File: src/rtl/trig_pkg.sv
// Shared types and default constants for the trigger-clock source stage
// and its button debouncer.
package trig_pkg;

  typedef enum logic [1:0] {
    IDLE      = 2'd0,
    PRESS_CHK = 2'd1,
    HELD      = 2'd2,
    REL_CHK   = 2'd3
  } db_state_t;

  localparam int DB_CNT_W       = 20;
  localparam int DB_CYCLES_DEF  = 1_000_000;
  localparam int DIV_BIT_DEF    = 24;
  localparam int PULSE_W_DEF    = 16;

endpackage

File: src/rtl/step_clk_gen_if.sv
// Signal bundle between the trigger-clock source and the flip-flop boards.
// No valid/ready handshake here: btn_raw/sel_clk are asynchronous levels, all outputs are registered levels/strobes.
interface step_clk_gen_if;
  import trig_pkg::*;

  logic        btn_raw;
  logic        sel_clk;
  logic [31:0] div;
  logic        step_pulse;
  logic [15:0] step_count;
  logic        mode;
  logic        CK;
  db_state_t   db_state;

  // master: the clock source itself; slave: whatever drives the controls and consumes CK.
  modport master (
    input  btn_raw, sel_clk,
    output div, step_pulse, step_count, mode, CK, db_state
  );

  modport slave (
    output btn_raw, sel_clk,
    input  div, step_pulse, step_count, mode, CK, db_state
  );

endinterface

File: src/rtl/btn_debounce.sv
// Push-button debouncer: 2-FF synchronizer, press/release qualification FSM,
// and a one-cycle strobe on each accepted press.
module btn_debounce
  import trig_pkg::*;
#(
  parameter int DB_CYCLES = DB_CYCLES_DEF
) (
  input  logic      clk,
  input  logic      rst_n,
  input  logic      btn_raw,
  output logic      step_pulse,
  output db_state_t state
);

  localparam logic [DB_CNT_W-1:0] DB_LAST = DB_CNT_W'(DB_CYCLES - 1);

  logic [1:0]          sync_q;
  logic                btn_s;
  db_state_t           state_q, state_next;
  logic [DB_CNT_W-1:0] db_cnt, db_cnt_next;
  logic                pulse_next;

  assign btn_s = sync_q[1];
  assign state = state_q;

  always_ff @(posedge clk or negedge rst_n) begin
    if (!rst_n) begin
      sync_q     <= 2'b00;
      state_q    <= IDLE;
      db_cnt     <= '0;
      step_pulse <= 1'b0;
    end else begin
      sync_q     <= {sync_q[0], btn_raw};
      state_q    <= state_next;
      db_cnt     <= db_cnt_next;
      step_pulse <= pulse_next;
    end
  end

  always_comb begin
    state_next = state_q;
    pulse_next = 1'b0;
    case (state_q)
      IDLE: begin
        if (btn_s) state_next = PRESS_CHK;
      end
      PRESS_CHK: begin
        if (!btn_s) begin
          state_next = IDLE;
        end else if (db_cnt == DB_LAST) begin
          state_next = HELD;
          pulse_next = 1'b1;
        end
      end
      HELD: begin
        if (!btn_s) state_next = REL_CHK;
      end
      REL_CHK: begin
        if (btn_s) begin
          state_next = HELD;
        end else if (db_cnt == DB_LAST) begin
          state_next = IDLE;
        end
      end
      default: state_next = IDLE;
    endcase

    // The counter only matters in the two checking states; it restarts on every state entry.
    if (state_next != state_q || state_q == IDLE || state_q == HELD) begin
      db_cnt_next = '0;
    end else begin
      db_cnt_next = db_cnt + 1'b1;
    end
  end

endmodule

File: src/rtl/step_clk_gen.sv
// Trigger-clock source: free-running divider, debounced single-step pulse
// stretched to PULSE_W cycles, and a glitch-free mux driving the registered CK.
module step_clk_gen
  import trig_pkg::*;
#(
  parameter int DB_CYCLES = DB_CYCLES_DEF,
  parameter int DIV_BIT   = DIV_BIT_DEF,
  parameter int PULSE_W   = PULSE_W_DEF
) (
  input  logic           clk,
  input  logic           RSTN,
  step_clk_gen_if.master bus
);

  localparam int            SW         = $clog2(PULSE_W + 1);
  localparam logic [SW-1:0] PULSE_LOAD = SW'(PULSE_W);

  logic [1:0]    sel_sync;
  logic          sel_s;
  logic [31:0]   div_r;
  logic [SW-1:0] str_cnt;
  logic          stretch;
  logic          load;
  logic [15:0]   step_cnt_r;
  logic          mode_r, mode_next;
  logic          ck_r, ck_next;
  logic          div_tap, target;
  logic          step_pulse;
  db_state_t     db_state;

  btn_debounce #(
    .DB_CYCLES (DB_CYCLES)
  ) u_debounce (
    .clk        (clk),
    .rst_n      (RSTN),
    .btn_raw    (bus.btn_raw),
    .step_pulse (step_pulse),
    .state      (db_state)
  );

  assign sel_s   = sel_sync[1];
  assign div_tap = div_r[DIV_BIT];
  assign stretch = (str_cnt != '0);
  // A press landing inside an active stretch is dropped entirely.
  assign load    = step_pulse && !stretch;

  // Switch only when both the current output and the incoming source are low,
  // so CK never emits a shortened high phase.
  always_comb begin
    target    = sel_s ? stretch : div_tap;
    mode_next = mode_r;
    if (!ck_r && !target) mode_next = sel_s;
    ck_next   = mode_next ? stretch : div_tap;
  end

  always_ff @(posedge clk or negedge RSTN) begin
    if (!RSTN) begin
      sel_sync   <= 2'b00;
      div_r      <= '0;
      str_cnt    <= '0;
      step_cnt_r <= '0;
      mode_r     <= 1'b0;
      ck_r       <= 1'b0;
    end else begin
      sel_sync   <= {sel_sync[0], bus.sel_clk};
      div_r      <= div_r + 32'd1;
      if (load) begin
        str_cnt <= PULSE_LOAD;
      end else if (stretch) begin
        str_cnt <= str_cnt - 1'b1;
      end
      step_cnt_r <= step_cnt_r + 16'(load);
      mode_r     <= mode_next;
      ck_r       <= ck_next;
    end
  end

  assign bus.div        = div_r;
  assign bus.step_pulse = step_pulse;
  assign bus.step_count = step_cnt_r;
  assign bus.mode       = mode_r;
  assign bus.CK         = ck_r;
  assign bus.db_state   = db_state;

endmodule

File: src/flat_wrapper.sv
// flat-port wrapper written by rule: the top's interface ports become plain ports
module step_clk_gen_flat import trig_pkg::*;
#(
  parameter int DB_CYCLES = DB_CYCLES_DEF,
  parameter int DIV_BIT   = DIV_BIT_DEF,
  parameter int PULSE_W   = PULSE_W_DEF
)
  (clk, RSTN, bus_btn_raw, bus_sel_clk, bus_div, bus_step_pulse, bus_step_count, bus_mode, bus_CK, bus_db_state);
  step_clk_gen_if bus_i ();
  input  logic clk;
  input  logic RSTN;
  input wire logic [$bits(bus_i.btn_raw)-1:0] bus_btn_raw;
  input wire logic [$bits(bus_i.sel_clk)-1:0] bus_sel_clk;
  output wire logic [$bits(bus_i.div)-1:0] bus_div;
  output wire logic [$bits(bus_i.step_pulse)-1:0] bus_step_pulse;
  output wire logic [$bits(bus_i.step_count)-1:0] bus_step_count;
  output wire logic [$bits(bus_i.mode)-1:0] bus_mode;
  output wire logic [$bits(bus_i.CK)-1:0] bus_CK;
  output wire logic [$bits(bus_i.db_state)-1:0] bus_db_state;
  assign bus_i.btn_raw = bus_btn_raw;
  assign bus_i.sel_clk = bus_sel_clk;
  assign bus_div = bus_i.div;
  assign bus_step_pulse = bus_i.step_pulse;
  assign bus_step_count = bus_i.step_count;
  assign bus_mode = bus_i.mode;
  assign bus_CK = bus_i.CK;
  assign bus_db_state = bus_i.db_state;
  step_clk_gen #(.DB_CYCLES(DB_CYCLES), .DIV_BIT(DIV_BIT), .PULSE_W(PULSE_W)) u_core (.clk(clk), .RSTN(RSTN), .bus(bus_i));
endmodule
File: config.mk
export PLATFORM = sky130hd
export DESIGN_NAME = step_clk_gen_flat
export DESIGN_NICKNAME = d
export VERILOG_FILES = /design/src/rtl/trig_pkg.sv /design/src/rtl/step_clk_gen_if.sv /design/src/rtl/btn_debounce.sv /design/src/rtl/step_clk_gen.sv /design/src/flat_wrapper.sv
export SDC_FILE = /design/constraint.sdc
export NUM_CORES = 1
export LEC_CHECK = 0
export CAP_MARGIN = 20
export CORE_MARGIN = 1
export CORE_UTILIZATION = 47
export DETAILED_ROUTE_END_ITERATION = 8
export GPL_ROUTABILITY_DRIVEN = 0
export PLACE_DENSITY = 0.71
export SYNTH_ARGS = -nofsm -noshare
export SYNTH_HDL_FRONTEND = slang
export SYNTH_SLANG_ARGS = --single-unit
File: constraint.sdc
create_clock -name clk -period 5.25 [get_ports clk]
set_clock_uncertainty 0.05 [all_clocks]
set_input_delay 1.05 -clock clk [delete_from_list [all_inputs] [get_ports clk]]
set_output_delay 1.05 -clock clk [all_outputs]
set_load 0.005 [all_outputs]
======== Word level (Yosys, flattened, before mapping) ========
Index checks and enable logic that the tools add are counted.
operators by class
  divide/modulo/power cells ............... 0
  $mul .................................... 0
  eq/ne operators ......................... 5
  add/subtract/negate cells ............... 4
  bitwise operators ....................... 0
  reduce and logical (&&, ||, !) cells .... 10
  multiplexer cells ....................... 16
  order comparisons ....................... 0
  shifts and indexed selects .............. 0
operator list
  cell                   count
  $add 32x1->32 const B  1
  $add 20x1->20 const B  1
  $eq 20x20->1 const B   1
  $mux 20                1
  $add 16x1->16          1
  $mux 2                 6
  $mux 5                 2
  $pmux 2 s4             1
  $mux 1                 6
  $reduce_bool 5->1      1
  $sub 5x1->5 const B    1
  $eq 2x2->1 const B     2
  $logic_not 1->1        3
  $eq 2x1->1 const B     1
  $logic_and 1x1->1      2
  $logic_not 2->1        1
  $logic_or 1x1->1       2
  $ne 2x2->1             1
  $reduce_bool 2->1      1
word-level totals
  memories ................................ 0
  output and inout bits ................... 53
  latch bits .............................. 0
  register bits ........................... 82
  RAM bits ................................ 0
  bits in read-only memories .............. 0
  word-level logic and storage cells ...... 45
  input port bits ......................... 4

======== Longest topological paths before layout ========
Gate-level depths: netlist (run 1).
  depth in word-level cells ............... 8
  mapped depth ............................ 11
  depth with buffers taken out ............ 10

======== By module ========
Synthesis (run 1) repeated with hierarchy kept, for this count alone.
second synthesis, totals
  cells, all modules ...................... 322
  area total of the unflattened synthesis .. 3,648.5 um2
by module, submodules not included
  module        cells an instance  area an instance (um2)  times used  seq. area each (um2)
  step_clk_gen  205                2,474.9                 1           1,426.4
  btn_debounce  117                1,173.6                 1           625.6

======== Worst setup path before layout (run 1) ========
No wires, ideal clock.
  path type ............................... register to register
  start ................................... reg u_core.str_cnt[0]
  end ..................................... reg u_core.step_cnt_r[10] (netlist: u_core.bus.step_count[10])
  path buffers ............................ 1
  data arrival time ....................... 2.332 ns
  period minus slack after synthesis ...... 2.505 ns
  stages on the path, launching flop included .. 12
  setup slack ............................. 2.745 ns
  data required time ...................... 5.077 ns
  library setup time ...................... 0.123 ns
  cell sequence ........................... dfrtp_1 > inv_1 > ha_1 > or3b_2 > clkbuf_1 > nor2_1 > and2_1 > ha_1 > ha_1 > and3_1 > nand4_1 > xnor2_1
between the ends
  cells in the longest elaborated chain, start to end .. 4
RTL lines
  item                      line                RTL
  start: declaration        step_clk_gen.sv:21  logic [SW-1:0] str_cnt;
  start signal: assignment  step_clk_gen.sv:70  str_cnt <= str_cnt - 1'b1;
  $reduce_bool 5->1         step_clk_gen.sv:43  assign stretch = (str_cnt != '0);
  $logic_not 1->1           step_clk_gen.sv:45  assign load = step_pulse && !stretch;
  $logic_and 1x1->1         step_clk_gen.sv:45
  $add 16x1->16             step_clk_gen.sv:72  step_cnt_r <= step_cnt_r + 16'(load);
  end signal: assignment    step_clk_gen.sv:72
  end: declaration          step_clk_gen.sv:24  logic [15:0] step_cnt_r;
Every way passes these cells.
A chain may end at the register's enable or synchronous reset.

======== Worst setup path after layout (run 1) ========
Ends and elaborated chain as after synthesis.

==> results.tsv, run 1 <==
metric	value	unit
clk_lat worst skew	0.34	ns
cell area power density	260.5	nW/um2
die area	7991	um2
Async SR Flop Fraction	100.0	%
post-synthesis mux area share	0.5925	%
count of state elements after synthesis	82	
Seq/Total Area, Yosys	57.16	%
Clock Path Buffers	2	
slew of the pin with the lowest slew margin	0.9510	ns
RSZ-0062 raised after global routing	false	
Post-CTS Setup Bufs	0	
GRT Util Overall	18.27	%
Mean Syn Cell Area	11.29	um2
Synth Instances	318	
hold path cells	0	
CTS H-tree depth	3	
synth top area cells	dfrtp_1 (57%), xnor2_1 (11%), nand3_1 (3.9%), xor2_1 (3.7%), nand4_1 (2.4%)	
fin crit share	51.74	%
Initial Util	48.97	%
maximum VDD drop	0.1463	mV
TritonRoute pass-1 iters	4	
# resized after CTS	0	
Nets	388	
top cells by count, synth	dfrtp_1 (82), xnor2_1 (44), nand3_1 (28)	
r2r setup slk	2.53	ns
Hold Crit Class	flop to flop	
fillcell total	594	
fin. max-slew vios	0	
Critical Path AT	2.91	ns
dominant synthesized flop cell	dfrtp_1	
CP Capture Type	flop	
CTS Hold Bufs	0	
Slew HR	36.11	%
top cell type's share of synthesized area	57.16	%
TritonCTS clock tree	done	
Die Span X	89.40	um
Max Cap Viol	0	
reg2reg path depth	10	
global-route wire length before repair	11.06	mm
Post-Synth Simple-Gate Area	20.95	%
drt wl/cell	13.32	um
final setup vio count	0	
main combinational cell family by area after synthesis	simple AND/OR/NAND/NOR gates	
setup ws final	2.534	ns
Synth area leader	dfrtp_1	
Layout area overhead	25.34	%
final hold vios	0	
fmax	368.1	MHz
Worst Path Class, Setup	flop to flop	
PortBufs	56	
post-synthesis cell type count	35	
cell with the most instances after synthesis	dfrtp_1	
status	completed	
clk slew on worst S/H paths	0.09	ns
crit start category	flop	
antenna violations before repair	0	
Sum Neg Setup Slack	0	ns
first-iteration detailed-routing DRC count	135	
Syn. warnings	0	
CP Max Fanout	7	
drt drc	0	
Syn Nets	327	
number of synthesized flops with an enable pin	0	
worst r2r dst	u_core.bus.step_count[10]	
post-DP HPWL	4.393	mm
Post-Synth XOR/XNOR Area	14.40	%
layout cells sized above 1	6.510	%
Ports	57	
TritonCTS Sinks	82	
via density per instance	5.242	
Hold Startpoint	u_core.u_debounce.sync_q[0]	
Synth Area in Compound Gates	3.346	%
Placement Setup Slack	2.554	ns
Required @ worst endpoint	5.44	ns
Leak	1.936	nW
row cnt	31	
Post-Syn Area	3590	um2
vias	2532	
Die H	89.40	um
TritonCTS Buffers	9	
Root Buffer	clkbuf_8	
core area	7331	um2
min Tclk post-route	2.716	ns
grt ovf	0	
WHS Endpoint	u_core.u_debounce.sync_q[1]	
Total Wirelength	6.435	mm
Ant. Diodes	0	
vias in the first global route	2378	
Post-Synth Adder-Cell Area	1.743	%
largest net degree at the start of global routing	83	
reg-to-reg startpoint	u_core.str_cnt[0]	
total power	0.001172	W
Antenna Nets Post-Route	0	
-- cells in the final DEF, fill, tap and decap left out, types with 7 or more instances in the layout --
cell type | Yosys | final
clkdlybuf4s50_1 | 0 | 55
nor2_1 | 23 | 23
and3_1 | 9 | 9
nand3_1 | 28 | 28
dfrtp_1 | 82 | 82
nor3_1 | 8 | 8
clkbuf_8 | 0 | 10
inv_1 | 10 | 10
xor2_1 | 15 | 15
nand2_1 | 18 | 18
nand4_1 | 14 | 14
xnor2_1 | 44 | 44
o21ai_0 | 7 | 7
-- worst max path at each step --
stage,from,end,slack (ns),depth (start not counted)
after floorplan,u_core.str_cnt[0],u_core.bus.step_count[10],2.75,11
after global placement,u_core.str_cnt[0],u_core.bus.step_count[10],2.70,10
after detailed placement,u_core.str_cnt[0],u_core.bus.step_count[10],2.55,10
after CTS,u_core.str_cnt[0],u_core.bus.step_count[10],2.54,10
after global routing,u_core.str_cnt[0],u_core.bus.step_count[10],2.31,10
final,u_core.str_cnt[0],u_core.bus.step_count[10],2.53,10
-- area by class of cell --
type	count	area [um2]	share of cell area [%]
inverter	10	37.54	0.8343
tap	99	123.9	2.753
clock buffer	10	137.6	3.059
clock inverter	6	90.09	2.002
sequential	82	2052	45.61
multi-input combinational	219	1473	32.73
timing repair buffer	57	585.6	13.01
-- stage by stage --
stage	cells	area (um2)	utilization, %	hold slack (ns)
2_1_floorplan	318	3590	-	0.2812
3_3_place_gp	466	4244	57.89	0.2814
3_5_place_dp	466	4244	57.89	0.2865
4_1_cts	482	4472	61.00	0.3094
5_1_grt	483	4499	61.38	0.3209
6_report	483	4499	61.38	0.3138
-- critical path: stages, from the launching register on --
cell and delay, ns:
dfrtp_1 0.40, inv_1 0.09, ha_1 0.19, or3b_2 0.53, nor2_1 0.21, and2_1 0.18
ha_1 0.21, ha_1 0.24, and3_1 0.25, nand4_1 0.13, xnor2_1 0.14
-- report_power, final --
group          internal, W  switching, W
sequential        0.000634    0.00000367
combinational   0.00000835     0.0000166
clock             0.000282      0.000228
total             0.000924      0.000248
-- logic make-up (layout without fill, tap and decap cells) --
kind of cell,count (synthesis),after routing
buf+inv,17,83
simple gates,133,133
fa+ha+maj,5,5
xor+xnor,59,59
compound gates,20,20
mux,2,2
flops,82,82
-- flip-flops by register name, indices dropped and copies added, names as in the netlist --
signal	cells
u_core.u_debounce.db_cnt	20
u_core.u_debounce.sync_q	2
u_core.bus.step_count	16
u_core.str_cnt	5
u_core.bus.CK	1
u_core.bus.div	32
u_core.bus.mode	1
u_core.u_debounce.step_pulse	1
u_core.u_debounce.state	2
u_core.sel_sync	2
-- metal layers --
metal	share of wire (%)	wire (um)	track usage [%]	up-vias
li1	-	-	-	1235
met1	48	3120	24.55	1245
met2	46	2985	29.01	46
met3	3.7	237	3.232	6
met4	1.4	92	8.369	0
met5	0	0	0	-
Note: power is estimated with default switching activity, not from simulation.
==> run 2: changes to the inputs <==
--- a/config.mk
+++ b/config.mk
@@ -10,7 +10,7 @@
 export CORE_UTILIZATION = 47
 export DETAILED_ROUTE_END_ITERATION = 8
 export GPL_ROUTABILITY_DRIVEN = 0
-export PLACE_DENSITY = 0.71
+export PLACE_DENSITY = 0.74
 export SYNTH_ARGS = -nofsm -noshare
 export SYNTH_HDL_FRONTEND = slang
 export SYNTH_SLANG_ARGS = --single-unit
==> constraint.sdc (replaced) <==
create_clock -name clk -period 2.42 [get_ports clk]
set_clock_uncertainty 0.05 [all_clocks]
set_input_delay 0.484 -clock clk [delete_from_list [all_inputs] [get_ports clk]]
set_output_delay 0.484 -clock clk [all_outputs]
set_load 0.005 [all_outputs]
==> results.tsv, run 2 (same netlist as run 1, synthesis figures left out) <==
metric	value	unit
Required @ worst endpoint	2.59	ns
drt wl/cell	14.31	um
fin crit share	93.07	%
Ports	57	
first-iteration detailed-routing DRC count	132	
CP Capture Type	flop	
most common cell after layout, fill and taps aside	dfrtp_1	
fmax	444.0	MHz
core area	7331	um2
layout cells sized above 1	9.439	%
CP most frequent cell	ha_4	
via density per instance	5.326	
Post-CTS Setup Bufs	0	
Initial Util	48.97	%
grt ovf	0	
cell area power density	536.1	nW/um2
Ant. Diodes	0	
most frequent cells in the layout	dfrtp_1 (82), clkdlybuf4s50_1 (55), xnor2_1 (44)	
Reg area	2052	um2
worst path cell trace	inv_1 > ha_1 > or3b_4 > nor2_4 > and2_4 > ha_4 > ha_4 > and3_4 > nand4_1 > xnor2_1	
multi-input logic area	1515	um2
min Tclk post-route	2.252	ns
post-DP HPWL	4.999	mm
vias	2615	
Slew HR	65.36	%
Nets	396	
PortBufs	56	
Worst Path Class, Setup	flop to flop	
Area after DPL	4347	um2
global-route wire length before repair	11.94	mm
GRT Util Overall	19.71	%
Max Cap Viol	0	
final setup vio count	0	
final instance area	4572	um2
fin cells	491	
Clock Path Buffers	2	
Critical Path Max Stage Delay	0.40	ns
fin. max-slew vios	0	
CTS Hold Bufs	0	
vias in the first global route	2621	
CP max-delay cell	dfrtp_1	
Hold Crit Class	input port to asynchronous set/reset pin	
crit start category	flop	
TritonRoute pass-1 iters	4	
Root Buffer	clkbuf_8	
Die H	89.40	um
TritonCTS clock tree	done	
CTS H-tree depth	3	
clk_lat worst skew	0.34	ns
Layout area overhead	27.36	%
final hold vios	0	
largest net degree at the start of global routing	46	
Critical Path AT	2.43	ns
Die Span X	89.40	um
Leak	1.954	nW
slew of the pin with the lowest slew margin	0.5149	ns
TritonCTS Buffers	9	
status	completed	
Final Core Density	62.37	%
TritonCTS Sinks	82	
fillcell total	592	
Sum Neg Setup Slack	0	ns
clk slew on worst S/H paths	0.08	ns
antenna violations before repair	0	
row cnt	31	
drt drc	0	
max reg flops	32	
Total Wirelength	7.026	mm
maximum VDD drop	0.3046	mV
die area	7991	um2
CP Max Fanout	4	
Antenna Nets Post-Route	0	
placed cell count	475	
==> run 2: cell types whose count changed in the layout (fill, tap and decap cells not counted), sizes merged <==
| cell | previous run | this run |
|---|---|---|
| clkbuf | 10 | 12 |
| buf | 2 | 10 |
| bufinv | 2 | 1 |
| clkinvlp | 1 | 2 |
| clkinv | 3 | 1 |
==> run 2: per-stage QoR <==
stage          setup slack, ns  hold WS (ns)  power [W]
3_3_place_gp            0.1292        0.2815   0.001468
3_5_place_dp          0.007686        0.2856   0.001470
2_1_floorplan          0.03727        0.1384   0.001422
5_1_grt              -0.003026       0.06133   0.002545
4_1_cts                0.04885       0.05489   0.002470
6_report                0.1678       0.04447   0.002451
==> run 2: final cells by class <==
cell class                 instances  area share, %
timing repair buffer              65          13.96
sequential                        82          44.88
clock buffer                      12          3.394
clock inverter                     4          1.095
tap                               99          2.709
inverter                          10         0.8210
multi-input combinational        219          33.14
==> run 2: layer usage <==
metal  routed length [um]  up-vias  global-route usage (%)
met1                 3188     1273                   26.59
met3                  359        7                   3.324
li1                     -     1255                       -
met4                   83        0                   8.225
met5                    0        -                       0
met2                 3395       80                   31.71
==> run 2: repair_timing <==
| item | in CTS | in global routing |
|---|---|---|
| pin swaps | 0 | 1 |
| setup endpoints to repair | 2 | 7 |
| resized for setup | 2 | 2 |
| hold endpoints to repair | 0 | 0 |
==> run 2: power breakdown <==
| group | switching [W] | leakage [nW] | total [W] | internal (W) |
|---|---|---|---|---|
| clock | 0.000479 | 0.0986 | 0.00101 | 0.000532 |
| combinational | 0.0000368 | 0.739 | 0.0000557 | 0.0000189 |
| sequential | 0.00000838 | 1.12 | 0.00138 | 0.00138 |
| total | 0.000524 | 1.95 | 0.00245 | 0.00193 |
==> run 2: final timing paths <==
check                                       startpoint                          end  slack (ns)  cells after the start
hold reg to reg            u_core.u_debounce.sync_q[0]  u_core.u_debounce.sync_q[1]        0.30                      0
min in group clk           u_core.u_debounce.sync_q[0]  u_core.u_debounce.sync_q[1]        0.30                      0
max in group asynchronous                         RSTN  u_core.u_debounce.db_cnt[3]        1.68                      2
hold / removal                                    RSTN     u_core.bus.step_count[2]        0.04                      1
setup reg to reg                     u_core.str_cnt[0]    u_core.bus.step_count[10]        0.17                     10
setup / recovery                     u_core.str_cnt[0]    u_core.bus.step_count[10]        0.17                     10
==> run 2: worst max-delay path: cells and delay by family (launching register included) <==
family,cells,cell delay [ns]
adder cells (fa/ha/maj),3,0.47
XOR/XNOR,1,0.15
buffers and inverters,1,0.08
AND/OR/NAND/NOR,5,0.98
flip-flops,1,0.40
